--- config.mk ---
export PLATFORM = sky130hd
export DESIGN_NAME = bcdgray_arbiter
export DESIGN_NICKNAME = d
export VERILOG_FILES = /design/src/rtl/bcdgray_arbiter.sv
export SDC_FILE = /design/constraint.sdc
export NUM_CORES = 1
export LEC_CHECK = 0
export ABC_AREA = 1
export CAP_MARGIN = 20
export CELL_PAD_IN_SITES_DETAIL_PLACEMENT = 0
export CELL_PAD_IN_SITES_GLOBAL_PLACEMENT = 1
export CORE_ASPECT_RATIO = 2
export CORE_UTILIZATION = 33
export DETAILED_ROUTE_END_ITERATION = 10
export PLACE_DENSITY_LB_ADDON = 0.1
export SYNTH_ARGS = -nofsm -noshare
export SYNTH_HDL_FRONTEND = slang
export SYNTH_SLANG_ARGS = --single-unit
--- constraint.sdc ---
create_clock -name clk -period 1.4 [get_ports clk]
set_input_delay 0.21 -clock clk [delete_from_list [all_inputs] [get_ports clk]]
set_output_delay 0.21 -clock clk [all_outputs]
set_load 0.005 [all_outputs]
--- src/rtl/bcdgray_arbiter.sv ---
// Two-requester round-robin front end for a single registered BCD-to-Gray stage.
// The result is held on a valid/ready port tagged with the owner ID until it is accepted.
module bcdgray_arbiter #(
   parameter int unsigned DIGITS = 1,
   parameter int unsigned CNT_W  = 8
) (
   input  logic                clk,
   input  logic                rst_n,
   input  logic                req0,
   input  logic [4*DIGITS-1:0] bcd0,
   output logic                ack0,
   input  logic                req1,
   input  logic [4*DIGITS-1:0] bcd1,
   output logic                ack1,
   output logic [4*DIGITS-1:0] gray,
   output logic                out_id,
   output logic                out_err,
   output logic                out_valid,
   input  logic                out_ready,
   output logic [CNT_W-1:0]    done_cnt
);

   localparam int unsigned W = 4 * DIGITS;
   localparam logic [CNT_W-1:0] CntOne = CNT_W'(1);

   typedef enum logic [0:0] {StIdle, StOut} state_e;

   state_e           state_q, state_d;
   logic             prio_q, prio_d;
   logic [W-1:0]     gray_q, gray_d;
   logic             id_q, id_d;
   logic             err_q, err_d;
   logic             ack0_q, ack0_d;
   logic             ack1_q, ack1_d;
   logic [CNT_W-1:0] cnt_q, cnt_d;

   logic             grant1;
   logic [W-1:0]     sel_word;

   function automatic logic [W-1:0] to_gray(input logic [W-1:0] b);
      logic [W-1:0] g;
      g = '0;
      for (int unsigned i = 0; i < DIGITS; i++) begin
         g[4*i+3] = b[4*i+3];
         g[4*i+2] = b[4*i+3] ^ b[4*i+2];
         g[4*i+1] = b[4*i+2] ^ b[4*i+1];
         g[4*i]   = b[4*i+1] ^ b[4*i];
      end
      return g;
   endfunction

   function automatic logic has_bad_digit(input logic [W-1:0] b);
      logic e;
      e = 1'b0;
      for (int unsigned i = 0; i < DIGITS; i++) begin
         e = e | (b[4*i +: 4] > 4'd9);
      end
      return e;
   endfunction

   // Requester 1 wins when alone, or when both ask and the pointer names it.
   assign grant1   = req1 & (~req0 | prio_q);
   assign sel_word = grant1 ? bcd1 : bcd0;

   always_comb begin
      state_d = state_q;
      prio_d  = prio_q;
      gray_d  = gray_q;
      id_d    = id_q;
      err_d   = err_q;
      ack0_d  = 1'b0;
      ack1_d  = 1'b0;
      cnt_d   = cnt_q;
      unique case (state_q)
         StIdle: begin
            if (req0 || req1) begin
               state_d = StOut;
               id_d    = grant1;
               gray_d  = to_gray(sel_word);
               err_d   = has_bad_digit(sel_word);
               ack0_d  = ~grant1;
               ack1_d  = grant1;
            end
         end
         StOut: begin
            if (out_ready) begin
               state_d = StIdle;
               cnt_d   = cnt_q + CntOne;
               prio_d  = ~id_q;
            end
         end
         default: state_d = StIdle;
      endcase
   end

   always_ff @(posedge clk or negedge rst_n) begin
      if (!rst_n) begin
         state_q <= StIdle;
         prio_q  <= 1'b0;
         gray_q  <= '0;
         id_q    <= 1'b0;
         err_q   <= 1'b0;
         ack0_q  <= 1'b0;
         ack1_q  <= 1'b0;
         cnt_q   <= '0;
      end else begin
         state_q <= state_d;
         prio_q  <= prio_d;
         gray_q  <= gray_d;
         id_q    <= id_d;
         err_q   <= err_d;
         ack0_q  <= ack0_d;
         ack1_q  <= ack1_d;
         cnt_q   <= cnt_d;
      end
   end

   assign ack0      = ack0_q;
   assign ack1      = ack1_q;
   assign gray      = gray_q;
   assign out_id    = id_q;
   assign out_err   = err_q;
   assign out_valid = (state_q == StOut);
   assign done_cnt  = cnt_q;

endmodule

==> impl_metrics.yaml, run 1 <==
logic_synthesis:
  async_reset_ff_share_pct: 100
  synth.cell_area_um2: 987
  synth_ff_type: "dfrtp_1"
  yosys-top-cells-area: "dfrtp_1, nand2_1, inv_1, ha_1, nand2_4"
  ys_ff_latch: 18
  synthCells: 112
  ys_top_cells_by_count: "nand2_1, dfrtp_1, inv_1"
  yosysTopAreaCell: "dfrtp_1"
  synth_nets: 129
  syn_avg_cell_area_um2: 8.81
  synth_edf_count: 0
  synth_most_common_cell: "nand2_1"
  yosys_warnings: 0
  synth_top_area_share_pct: 45.6
  yosysSeqAreaShare_pct: 45.6
  ys_types: 23
power:
  clkPwrFrac_pct: 16.5
  powerDensity_nw_per_um2: 1650
  pwr-share-comb_pct: 49.1
  max-vdd-ir-drop_uv: 684
  leakage_nw: 0.787
  sw_frac_of_total_pct: 32.8
  internal-power_mw: 1.69
  seq_power_share_pct: 34.4
  power.total_mw: 2.52
  switchingPower_mw: 0.826
die:
  die_w_um: 40.7
  die_area_um2: 3230
  rows: 27
  die_h_um: 79.4
  initial_core_util_pct: 35.2
  boundaryPins: 30
  core_um2: 2800
critical_path:
  worst_ep_arrival_time_ps: 1140
  critical-path-max-stage-delay_ps: 510
  cp-start-kind: "flip-flop"
  slowest_stage: "clkdlybuf4s50_1"
  crit_type: "flip-flop to primary output"
  cp_cell_sequence: "clkdlybuf4s50_1"
  endpoint_kind: "primary output"
  cpLargestDelayFamily: "buffers and inverters"
  cp_max_fo: 3
  cp_data_required_time_ps: 1190
  crit_buf_inv: 1
timing:
  fmax_mhz: 740
  setup_violations: 0
  hold_viol: 0
  drv_slew: 0
  layout_setup_ws_ps: 49.4
  tightestPinTransition_ps: 331
  min_period_ps: 1350
  slew-limit-headroom_pct: 78.0
  rsz0062_at_grt: "yes"
  skew_ps: 1.64
  period_share_pct: 96.5
placement:
  gp_congestion: 0.717
  portBuffers: 29
  pre_cts_ws_ps: -347
  hpwl_um: 1600
global_route:
  gr-total-overflow: 0
  antenna_found_initial: 0
  gr-usage-all-layers_pct: 15.5
  grt_first_pass_wirelength_um: 3510
  grt_pass1_vias: 877
  grt_max_degree: 19
route:
  wl_met1_um: 692
  drt_iter0_drc: 5
  route.detailed.drc: 0
  via_count: 869
  dr_wl_met3_um: 69
  routed-wl-met2_um: 1190
  ant_nets: 0
  top_layer: "met4"
  firstDrtPassIters: 3
  avgRoutedWirePerCell_um: 10.4
  vias_per_cell: 4.55
  routed_wirelength_um: 1980
job:
  drv_cap: 0
clock_network:
  root_buffer: "clkbuf_8"
  clock_latency_ps: 250
  cts_max_level: 1
  clock_path_buffers: 2
  cts_tree: "built"
  cts_buffers: 3
  clkTransAtPathRegs_ps: 70
  cts_sinks: 18
finish:
  final_util_pct: 54.3
  fillerInstances: 280
  antenna_cells: 0
  syn_to_final_growth_pct: 54.2
  final_layout_size_suffix_gt1_share_pct: 26.5
  final_nets: 180
outcome:
  status: "completed"
worst_hold_path:
  hold_path_class: "input pin to asynchronous set/reset pin"
[power groups by stage]
stage | combinational (mW) | sequential, mW | clock (mW)
4_1_cts | 1.22 | 0.872 | 0.432
5_1_grt | 1.39 | 0.897 | 0.454
3_5_place_dp | 1.03 | 0.944 | 0
6_report | 1.23 | 0.867 | 0.415
2_1_floorplan | 0.441 | 0.933 | 0
3_3_place_gp | 1.01 | 0.934 | 0
[placed cells by master, fill, tap and decap left out, types with 2 or more instances in the layout]
master / n
nand2_1: 37
inv_2: 3
nand2_2: 3
nand3b_1: 4
buf_4: 18
nor2_1: 2
o21ai_0: 4
nand2_4: 3
dfrtp_1: 16
nor2_4: 2
clkdlybuf4s50_1: 25
clkbuf_8: 4
ha_1: 4
nand3_2: 2
dlymetal6s2s_1: 3
nand3_1: 4
xor2_1: 3
inv_1: 13
dfrtp_2: 2
[what timing repair did]
action | in CTS | in global routing
buffers inserted | 6 | 1
setup endpoints to repair | 8 | 6
hold buffers | 0 | 0
gates resized for setup | 4 | 9
[cells by family after synthesis]
group	count (synthesis)	synth area share [%]
and+or+nand+nor	61	33.6
DFF	18	45.6
buffers and inverters	17	6.84
AOI/OAI and AO/OA	8	5.32
xor gates and xnor gates	4	3.55
adders and majority gates	4	5.07
[registers in the layout, summed over array words and instances, names as in the netlist]
register   count
ack1           1
out_id         1
prio_q         1
done_cnt       8
gray           4
out_valid      1
ack0           1
out_err        1
[per-layer routing]
metal	vias to the layer above	global-route usage, %
met4	0	9.00
met1	401	14.6
met3	2	0.838
met5	-	0
met2	20	28.9
li1	446	-
[layout make-up]
type	count	area, um^2	area share [%]
clock buffer	4	55.1	3.62
timing repair buffer	47	432	28.3
sequential	18	453	29.7
inverter	16	60.1	3.94
tap	29	36.3	2.38
multi-input combinational	77	487	32.0
[metrics by stage]
step	TNS, ps	cells	hold slack, ps	instance area, um^2
2_1_floorplan	0	112	-85.6	987
3_5_place_dp	-1690	180	472	1390
6_report	0	191	286	1520
3_3_place_gp	-1460	180	469	1390
4_1_cts	0	190	288	1490
5_1_grt	-8.66	191	315	1520
[worst paths after layout]
check / start / to / slack, ps / cells after the start
worst min-delay path: rst_n / done_cnt[1]$_DFFE_PN0P_ / 290 / 2
worst max-delay path: out_id$_DFFE_PN0P_ / out_id / 50 / 1
worst max register to register: prio_q$_DFFE_PN0P_ / out_err$_DFFE_PN0P_ / 120 / 10
worst min register to register: gray[1]$_DFFE_PN0P_ / gray[1]$_DFFE_PN0P_ / 490 / 2
min in group clk: req0 / out_valid$_DFF_PN0_ / 460 / 4
max in group asynchronous: rst_n / out_valid$_DFF_PN0_ / 910 / 2
No activity file was read; power rests on OpenSTA's default activity.
==> inputs of run 2 (changes only) <==
Settings changed: CTS_CLUSTER_SIZE set to 16.
==> results of run 2 <==
Same layout as run 1: the final DEF is identical, and so are final timing and power.
==> inputs of run 3 (changes only) <==
Settings changed: CTS_CLUSTER_DIAMETER set to 60.
==> results of run 3 <==
Same layout as run 1: the final DEF is identical, and so are final timing and power.
